==> src/rtl/gpio_spi_pkg.sv <==
// Shared frame geometry and FSM encoding for the GPIO SPI slave front end.
package gpio_spi_pkg;

  localparam int unsigned FRAME_W = 16;
  localparam int unsigned ADDR_W  = 7;
  localparam int unsigned DATA_W  = 8;
  localparam int unsigned RW_BIT  = 15;
  localparam int unsigned CNT_W   = 5;

  localparam logic [CNT_W-1:0] CNT_HDR_LAST = 5'd7;
  localparam logic [CNT_W-1:0] CNT_FULL     = 5'd16;
  localparam logic [CNT_W-1:0] CNT_SAT      = 5'd17;

  typedef enum logic [2:0] {
    S_WAIT_IDLE,
    S_IDLE,
    S_HDR,
    S_RD_LAT,
    S_WR,
    S_RD
  } spi_state_e;

endpackage

==> src/rtl/sync_edge.sv <==
// N-stage synchronizer for an asynchronous pin with single-cycle rise/fall pulses.
module sync_edge #(
  parameter int unsigned STAGES  = 2,
  parameter logic        RST_VAL = 1'b0
) (
  input  logic clk_i,
  input  logic rst_ni,
  input  logic d_i,
  output logic q_o,
  output logic rise_o,
  output logic fall_o
);

  logic [STAGES-1:0] sync_q;
  logic              prev_q;

  always_ff @(posedge clk_i) begin
    if (!rst_ni) begin
      sync_q <= {STAGES{RST_VAL}};
      prev_q <= RST_VAL;
    end else begin
      sync_q <= {sync_q[STAGES-2:0], d_i};
      prev_q <= sync_q[STAGES-1];
    end
  end

  assign q_o    = sync_q[STAGES-1];
  assign rise_o = sync_q[STAGES-1] & ~prev_q;
  assign fall_o = ~sync_q[STAGES-1] & prev_q;

endmodule

==> src/rtl/gpio_spi_slave.sv <==
// Oversampled SPI mode-0 slave: 16-bit frames to a strobe/address/data register bus,
// with byte readback shifted out on SDO.
module gpio_spi_slave
  import gpio_spi_pkg::*;
#(
  parameter int unsigned SYNC_STAGES = 2
) (
  input  logic              CLK,
  input  logic              RST_N,
  input  logic              SCLK,
  input  logic              SEN_N,
  input  logic              SDI,
  output logic              SDO,
  output logic              SDO_OE,
  output logic              STB,
  output logic [ADDR_W-1:0] ADDR,
  output logic [DATA_W-1:0] DATA,
  input  logic [DATA_W-1:0] RD_DATA
);

  logic sclk_lvl, sclk_rise, sclk_fall;
  logic sen_lvl, sen_rise, sen_fall;
  logic unused_sclk_lvl;

  sync_edge #(.STAGES(SYNC_STAGES), .RST_VAL(1'b0)) u_sclk_sync (
    .clk_i (CLK), .rst_ni(RST_N), .d_i(SCLK),
    .q_o   (sclk_lvl), .rise_o(sclk_rise), .fall_o(sclk_fall)
  );

  sync_edge #(.STAGES(SYNC_STAGES), .RST_VAL(1'b1)) u_sen_sync (
    .clk_i (CLK), .rst_ni(RST_N), .d_i(SEN_N),
    .q_o   (sen_lvl), .rise_o(sen_rise), .fall_o(sen_fall)
  );

  assign unused_sclk_lvl = sclk_lvl;

  logic [SYNC_STAGES-1:0] sdi_sync_q;
  logic                   sdi_s;
  assign sdi_s = sdi_sync_q[SYNC_STAGES-1];

  spi_state_e         state_q, state_d;
  logic [CNT_W-1:0]   cnt_q, cnt_d;
  logic               bad_q, bad_d;
  logic [FRAME_W-1:0] sr_q, sr_d;
  logic [ADDR_W-1:0]  addr_q, addr_d;
  logic [DATA_W-1:0]  data_q, data_d;
  logic [DATA_W-1:0]  rd_byte_q, rd_byte_d;
  logic               sdo_q, sdo_d;
  logic               stb_q, stb_d;
  logic               stb_pend_q, stb_pend_d;

  always_ff @(posedge CLK) begin
    if (!RST_N) begin
      state_q    <= S_WAIT_IDLE;
      cnt_q      <= '0;
      bad_q      <= 1'b0;
      sr_q       <= '0;
      addr_q     <= '0;
      data_q     <= '0;
      rd_byte_q  <= '0;
      sdo_q      <= 1'b0;
      stb_q      <= 1'b0;
      stb_pend_q <= 1'b0;
      sdi_sync_q <= '0;
    end else begin
      state_q    <= state_d;
      cnt_q      <= cnt_d;
      bad_q      <= bad_d;
      sr_q       <= sr_d;
      addr_q     <= addr_d;
      data_q     <= data_d;
      rd_byte_q  <= rd_byte_d;
      sdo_q      <= sdo_d;
      stb_q      <= stb_d;
      stb_pend_q <= stb_pend_d;
      sdi_sync_q <= {sdi_sync_q[SYNC_STAGES-2:0], SDI};
    end
  end

  always_comb begin
    state_d    = state_q;
    cnt_d      = cnt_q;
    bad_d      = bad_q;
    sr_d       = sr_q;
    addr_d     = addr_q;
    data_d     = data_q;
    rd_byte_d  = rd_byte_q;
    sdo_d      = sdo_q;
    stb_pend_d = 1'b0;
    // Commit is split over two cycles so STB, DATA and ADDR appear together
    // one CLK after the SEN_N rise is acted on; the shift register is frozen in IDLE.
    stb_d      = stb_pend_q;
    if (stb_pend_q) data_d = sr_q[DATA_W-1:0];

    unique case (state_q)
      S_WAIT_IDLE: begin
        cnt_d = '0;
        bad_d = 1'b0;
        if (sen_lvl) state_d = S_IDLE;
      end
      S_IDLE: begin
        cnt_d = '0;
        bad_d = 1'b0;
        if (sen_fall) state_d = S_HDR;
      end
      default: begin
        if (sclk_rise) begin
          sr_d = {sr_q[FRAME_W-2:0], sdi_s};
          if (cnt_q >= CNT_FULL) begin
            cnt_d = CNT_SAT;
            bad_d = 1'b1;
          end else begin
            cnt_d = cnt_q + 5'd1;
          end
          if (state_q == S_HDR && cnt_q == CNT_HDR_LAST) begin
            addr_d  = {sr_q[ADDR_W-2:0], sdi_s};
            state_d = sr_q[ADDR_W-1] ? S_RD_LAT : S_WR;
          end
        end
        if (state_q == S_RD_LAT) begin
          rd_byte_d = RD_DATA;
          state_d   = S_RD;
        end
        if (state_q == S_RD && sclk_fall) begin
          sdo_d     = rd_byte_q[DATA_W-1];
          rd_byte_d = {rd_byte_q[DATA_W-2:0], 1'b0};
        end
        if (sen_rise) begin
          state_d = S_IDLE;
          sdo_d   = 1'b0;
          if (state_q == S_WR && cnt_q == CNT_FULL && !bad_q) stb_pend_d = 1'b1;
        end
      end
    endcase
  end

  assign SDO    = sdo_q;
  assign SDO_OE = (state_q == S_RD);
  assign STB    = stb_q;
  assign ADDR   = addr_q;
  assign DATA   = data_q;

endmodule

==> config.mk <==
export PLATFORM = sky130hd
export DESIGN_NAME = gpio_spi_slave
export DESIGN_NICKNAME = d
export VERILOG_FILES = /design/src/rtl/gpio_spi_pkg.sv /design/src/rtl/sync_edge.sv /design/src/rtl/gpio_spi_slave.sv
export SDC_FILE = /design/constraint.sdc
export NUM_CORES = 1
export LEC_CHECK = 0
export BUFFER_PORTS_ARGS = -buffer_cell sky130_fd_sc_hd__clkbuf_2
export CORE_MARGIN = 4
export CORE_UTILIZATION = 54
export DETAILED_ROUTE_END_ITERATION = 8
export PLACE_DENSITY = 0.76
export SLEW_MARGIN = 20
export SYNTH_ARGS = -nofsm -noshare
export SYNTH_HDL_FRONTEND = slang
export SYNTH_HIERARCHICAL = 1
export SYNTH_SLANG_ARGS = --single-unit
==> constraint.sdc <==
create_clock -name CLK -period 1.55 [get_ports CLK]
set_input_delay 0.3875 -clock CLK [delete_from_list [all_inputs] [get_ports CLK]]
set_output_delay 0.3875 -clock CLK [all_outputs]
set_load 0.01 [all_outputs]
# After elaboration in Yosys (flattened, before gate mapping)
# Cells that the tools add are included.
# word_totals
inputBits,13
register_bits,51
word_cells,70
# op_classes
order_cmp,1
mux,14
eq_ne,9
n_reduce_logical,19
n_bitwise,11
n_addsub,1
# ops
operator,n
2-to-1 mux 3 bit,7
2-to-1 mux 8 bit,2
nonzero test 5 bit,2
AND reduction 2 bit,4
inverter 1 bit,7
"== test 3 x 2 -> 1 bit, second input constant",2
"== test 3 bit, second input constant",2
one-hot mux 3 bit (2 select lines),1
"adder 5 x 1 -> 5 bit, second input constant",1
"== test 5 x 3 -> 1 bit, second input constant",1
"== test 5 bit, second input constant",1
"greater-or-equal comparator 5 bit, second input constant",1
2-to-1 mux 5 bit,1
AND 1 bit,4
logical AND 1 bit,4
AND reduction 4 bit,1
nonzero test 2 bit,2
OR reduction 4 bit,1
"== test 3 x 1 -> 1 bit, second input constant",1
logical NOT 3 bit,1
2-to-1 mux 1 bit,3
AND reduction 3 bit,1
OR reduction 3 bit,1
"inequality test 2 x 1 -> 1 bit, second input constant",1
3 further kinds,3

# Depth between registers and ports, before layout
# Gate-level depths: netlist (run 1).
# depth
word_depth,7
mapped_depth,6
mapped_depth_nobuf,5

# By module
# The synthesis (run 1) kept the hierarchy.
# modules_own_cells
module,n_inst,area_each_um2,seq_area_each_um2,cells_each
gpio_spi_slave,1,1949.4,900.9,194
sync_edge,2,91.3,60.1,8

# Worst setup path after synthesis (run 1)
# No wires, ideal clock.
# synth_timing
path_type,reg2reg
start,register u_sclk_sync.sync_q[1]
end,register state_q[0]
setup_ps,126
t_arrival_ps,1297
path_slack_ps,127
required_ps,1424
stages_incl_launch_ff,7
path_cell_list,dfxtp_1 nor2b_1 buf_4 and4b_1 a221oi_2 a21o_1 o31ai_2
# synth_via
elab_chain_cells,3
# synth_rtl
element,line,rtl
from (decl),sync_edge.sv:14,logic [STAGES-1:0] sync_q;
from (signal assigned),sync_edge.sv:19,sync_q <= {STAGES{RST_VAL}};
from (signal assigned),sync_edge.sv:22,"sync_q <= {sync_q[STAGES-2:0], d_i};"
AND 1 bit,sync_edge.sv:28,assign rise_o = sync_q[STAGES-1] & ~prev_q;
via sclk_rise,gpio_spi_slave.sv:21,"logic sclk_lvl, sclk_rise, sclk_fall;"
nonzero test 5 bit (no source line),n/a,
AND reduction 4 bit (no source line),n/a,
to (signal assigned),gpio_spi_slave.sv:66,state_q <= state_d;
to (decl),gpio_spi_slave.sv:41,"spi_state_e state_q, state_d;"
# The timed path passes the listed nets, and every way through them passes these cells.
# A chain may end at the register's enable or synchronous reset.

# Worst setup path after layout (run 1)
# layout_timing
start,register state_q[1]
end,output SDO_OE
# layout_via
elab_chain_cells,1
# layout_rtl
element,line,rtl
== test 3 bit,gpio_spi_slave.sv:138,assign SDO_OE = (state_q == S_RD);
to (decl),gpio_spi_slave.sv:14,"output logic SDO_OE,"
# Every way passes these cells.

==> metrics.yaml, run 1 <==
route:
  via_count: 1553
  first_pass_iters: 4
  wl_mm: 3.91
  postRouteAntennaNets: 0
  drt-initial-drc-count: 51
  post_drt_wl_per_cell_microns: 13.2
  drcViolationCount: 0
  viasPerCell: 5.23
yosys:
  synth_seq_cells: 51
  ys.flop_type: "dfxtp_1"
  syn_area_sq_mm: 0.00213
  synth_cells: 210
  synth_edf_count: 0
  yosysSeqAreaShare_pct: 47.9
  synth_top_cells_by_area: "dfxtp_1 48%, mux2i_1 15%, nor2b_1 8.8%"
  synth-async-reset-ratio_pct: 0
  yosysTopAreaCellShare_pct: 47.9
  synth_warnings: 6
  synth.most_common_cell: "dfxtp_1"
  synth_nets: 225
  synth_top_cells_by_count: "51 x dfxtp_1, 31 x mux2i_1, 30 x nor2b_1"
  synth_top_area_cell: "dfxtp_1"
  synth.distinct_cells: 45
  syn_avg_cell_area_sq_um: 10.2
cts:
  cts_tree: "yes"
  ctsHoldBuffers: 0
  clock_path_buffers: 2
  cts_buffers: 5
  path_clk_slew_ns: 0.09
  worstSkewPairLatency_ns: 0.31
  cts_sinks: 51
  cts_root_buf: "clkbuf_8"
  htreeDepth: 2
floorplan:
  fp.coreArea_sq_mm: 0.00374
  start_util_pct: 57.0
  die_h_microns: 70.8
  fp-row-count: 22
  ioPinCount: 31
  die-area_sq_mm: 0.00502
  dieWidth_microns: 70.8
global_route:
  grt_use_total_pct: 16.3
  grt_pass1_wl_mm: 6.62
  grt_pass1_vias: 1483
  gr-total-overflow: 0
  grt_max_degree: 29
  antenna_found_initial: 0
worst_setup_path:
  path_max_fanout: 6
  critPathKind: "flip-flop to primary output"
  crit_arrival_ns: 1.13
  startpoint_type: "flip-flop"
  worstPathRequired_ns: 1.16
  end_kind: "primary output"
pwr:
  p_per_area_mw_per_mm2: 1150
  ir_worst_vdd_mv: 0.631
  netSwitchingFraction_pct: 27.2
  p_comb_share_pct: 18.6
  clkPwrFrac_pct: 32.4
  internal_power_mw: 2.11
  p_leak_nw: 1.12
  power.share.sequential_pct: 49.0
  p_sw_mw: 0.790
place:
  place.port_buffers: 30
  gp_congestion: 0.885
  place_area_sq_mm: 0.00237
  post-dp-hpwl_mm: 2.76
cells_and_area:
  drive_above_1_share_pct: 25.3
  antennaDiodeCount: 0
  multi_input_area_sq_mm: 0.00105
  seq_area_sq_mm: 0.00103
  fillers: 323
  final_nets: 263
  postLayoutCellArea_sq_mm: 0.00253
  syn_to_final_growth_pct: 18.6
sta:
  fmax_mhz: 659
  period_share_pct: 98.0
  final_hold_viol_count: 0
  slew_headroom_pct: 65.8
  fin_skew_ns: 0.0138
  grt_setup_unrepaired: "true"
  timing.setup.tns_ns: 0
  worst-slew-pin-transition_ns: 0.512
  setup_viol_count_final: 0
  min_period_ns: 1.52
  final_max_slew_viol_count: 0
run_status:
  status: "completed"
hold_path:
  min-delay-path-class: "primary input to flip-flop"
run:
  cap_viol_max_count: 0
==> final timing paths <==
check	from	to	slack, ns	cells after the start
hold reg to reg	u_sen_sync/sync_q[0]	u_sen_sync/sync_q[1]	0.43	1
setup / recovery	state_q[1]	SDO_OE	0.03	3
setup reg to reg	cnt_q[0]	state_q[1]	0.07	5
hold / removal	SEN_N	u_sen_sync/sync_q[0]	0.27	2
==> cells by family (layout without fill, tap and decap cells) <==
kind of cell	Yosys count	count (layout)	synth area share, %
flops	51	51	47.9
mux	31	31	14.6
compound gates	41	41	12.6
buf+inv	16	55	3.99
simple gates	69	69	19.8
fa+ha+maj	2	2	1.17
==> layout make-up <==
cell class	instances	area share (%)
Multi-Input combinational cell	143	41.7
Sequential cell	51	40.6
Timing Repair Buffer	42	10.0
Clock buffer	5	2.72
Tap cell	48	2.38
Clock inverter	3	1.88
Inverter	5	0.742
==> through the flow <==
stage | util [%] | power [mW] | setup WS [ns] | cells | hold slack (ns)
floorplan | - | 1.82 | 0.127 | 210 | 0.386
detailed placement | 63.3 | 1.94 | 0.0351 | 288 | 0.410
finish | 67.5 | 2.90 | 0.0317 | 297 | 0.270
global placement | 63.3 | 1.93 | 0.0850 | 288 | 0.389
CTS | 66.9 | 2.88 | 0.00615 | 297 | 0.267
global route | 67.5 | 3.03 | -0.0228 | 297 | 0.276
==> placed cells by master (no fill, tap or decap), types with 3 or more instances in the layout <==
cell type  count
o21ai_1        5
o21ai_0       10
nand3_1        3
nor2b_1       29
nand2b_1       6
nor2_1        10
dfxtp_1       48
buf_4         11
a21oi_1       11
and2_1         6
clkbuf_8       5
mux2i_1       31
inv_1          4
clkbuf_2      29
==> power groups by stage <==
stage | clock [mW] | sequential, mW | combinational (mW)
global placement | 0 | 1.46 | 0.469
global route | 1.01 | 1.43 | 0.590
CTS | 0.958 | 1.42 | 0.508
detailed placement | 0 | 1.46 | 0.476
finish | 0.939 | 1.42 | 0.538
floorplan | 0 | 1.43 | 0.388
==> state kept, by name (all words and copies together), names as in the netlist <==
signal              flops
ADDR                    7
sdi_sync_q              2
stb_d                   1
sr_q                    8
u_sen_sync/prev_q       1
cnt_q                   5
state_q                 3
STB                     1
u_sclk_sync/sync_q      2
u_sen_sync/sync_q       2
SDO                     1
bad_q                   1
u_sclk_sync/prev_q      1
DATA                    8
rd_byte_q               8
==> timing repair <==
item                       4_1_cts  5_1_grt
setup endpoints to repair        1        9
setup buffers                    1        0
gates resized for setup          3        7
==> worst max-delay path: stages (launching register included) <==
cell     delay [ns]
dfxtp_4        0.35
buf_4          0.16
nor3b_2        0.17
buf_2          0.15
==> routing by layer <==
layer	track usage (%)	up-vias	wire, microns
met2	25.8	39	1740
met1	20.7	706	1900
met3	5.11	4	219
met4	6.68	0	54
li1	-	804	-
met5	0	-	0
(Power assumes the default switching activity.)
==> run 2: changes to the inputs <==
- REMOVE_ABC_BUFFERS: not set -> 1
==> metrics.yaml, run 2 (synthesis results as in run 1) <==
run:
  cap_viol_max_count: 0
route:
  drt-initial-drc-count: 43
  viasPerCell: 5.33
  post_drt_wl_per_cell_microns: 13.4
  wl_mm: 3.95
  via_count: 1566
  postRouteAntennaNets: 0
  drcViolationCount: 0
  first_pass_iters: 4
cells_and_area:
  final_common_cell: "dfxtp_1"
  final_nets: 260
  final_cell_mix: "46 x dfxtp_1, 31 x mux2i_1, 30 x clkbuf_2"
  fin_cells: 294
  syn_to_final_growth_pct: 17.5
  antennaDiodeCount: 0
  drive_above_1_share_pct: 26.4
worst_setup_path:
  regToRegStartpoint: "cnt_q[0]"
  r2r_cells: 5
  end_kind: "primary output"
  startpoint_type: "flip-flop"
  worstPathRequired_ns: 1.16
  path_max_fanout: 5
  cp-startpoint: "state_q[1]"
  reg2reg_slack_ns: 0.11
  crit_arrival_ns: 1.11
  worstReg2RegEnd: "state_q[0]"
  critPathKind: "flip-flop to primary output"
pwr:
  ir_worst_vdd_mv: 1.11
  p_per_area_mw_per_mm2: 1100
  p_leak_nw: 1.09
place:
  post-dp-hpwl_mm: 2.73
  place.port_buffers: 30
  place_inst: 285
  gp_congestion: 0.786
global_route:
  grt_max_degree: 38
  antenna_found_initial: 0
  grt_pass1_vias: 1523
  gr-total-overflow: 0
  grt_use_total_pct: 17.3
  grt_pass1_wl_mm: 6.93
floorplan:
  fp.coreArea_sq_mm: 0.00374
  die_h_microns: 70.8
  die-area_sq_mm: 0.00502
  fp-row-count: 22
  ioPinCount: 31
  start_util_pct: 57.0
  dieWidth_microns: 70.8
sta:
  fin_skew_ns: 0.00758
  fmax_mhz: 666
  final_max_slew_viol_count: 0
  timing.setup.tns_ns: 0
  grt_setup_unrepaired: "false"
  worst-slew-pin-transition_ns: 0.502
  slew_headroom_pct: 66.5
  setup_viol_count_final: 0
  final_hold_viol_count: 0
  holdWs_ns: 0.263
  min_period_ns: 1.50
  period_share_pct: 96.9
cts:
  cts_sinks: 51
  clock_path_buffers: 2
  cts_root_buf: "clkbuf_8"
  path_clk_slew_ns: 0.09
  worstSkewPairLatency_ns: 0.31
  htreeDepth: 2
  cts_buffers: 5
  cts_tree: "yes"
  ctsHoldBuffers: 0
hold_path:
  min-delay-path-class: "primary input to flip-flop"
  hold_start: "SEN_N"
  hold_end: "u_sen_sync/sync_q[0]"
  hold_depth: 2
run_status:
  status: "completed"
-- run 2: worst max-delay path: stages, from the launching register on --
cell      delay, ns
dfxtp_4        0.35
buf_4          0.16
nor3b_2        0.15
clkbuf_2       0.15
-- run 2: area by class of cell --
cell class / instances / area [sq um]
inverter: 5 / 18.8
sequential: 51 / 1030
tap: 48 / 60.1
fill: 322 / 1240
timing repair buffer: 39 / 218
clock inverter: 1 / 7.51
multi-input combinational: 143 / 1070
clock buffer: 7 / 96.3
-- run 2: what timing repair did --
action	4_1_cts	5_1_grt
setup buffers	1	0
resized for setup	6	11
pin swaps	0	1
setup endpoints to repair	1	15
-- run 2: report_power, final --
part           switching [mW]  total [mW]  internal [mW]  leakage, nW
logic                   0.271       0.495          0.223        0.624
registers              0.0606        1.44           1.38        0.416
clock network           0.427       0.834          0.406       0.0505
total                   0.759        2.77           2.01         1.09
-- run 2: stage by stage --
step           cell area, sq um  power (mW)  setup WS (ns)  util, %
4_1_cts                    2460        2.77         0.0311     65.7
3_3_place_gp               2340        1.90         0.0806     62.4
6_report                   2500        2.77         0.0486     66.9
5_1_grt                    2500        2.91        0.00318     66.9
3_5_place_dp               2340        1.91         0.0457     62.4
2_1_floorplan              2070        1.76        -0.0610        -
-- run 2: worst max-delay path by stage --
stage	to	cells after the start
2_1_floorplan	state_q[0]	5
3_3_place_gp	rd_byte_q[6]	4
3_5_place_dp	ADDR[6]	5
4_1_cts	ADDR[6]	5
5_1_grt	SDO_OE	3
6_report	SDO_OE	3
-- run 2: layer usage --
metal / wire, microns / track usage [%] / up-vias / share of wire, %
met3: 184 / 4.40 / 7 / 4.7
met4: 70 / 8.77 / 0 / 1.8
met1: 1820 / 21.1 / 732 / 46
met5: 0 / 0 / - / 0
li1: - / - / 802 / -
met2: 1880 / 28.2 / 25 / 48
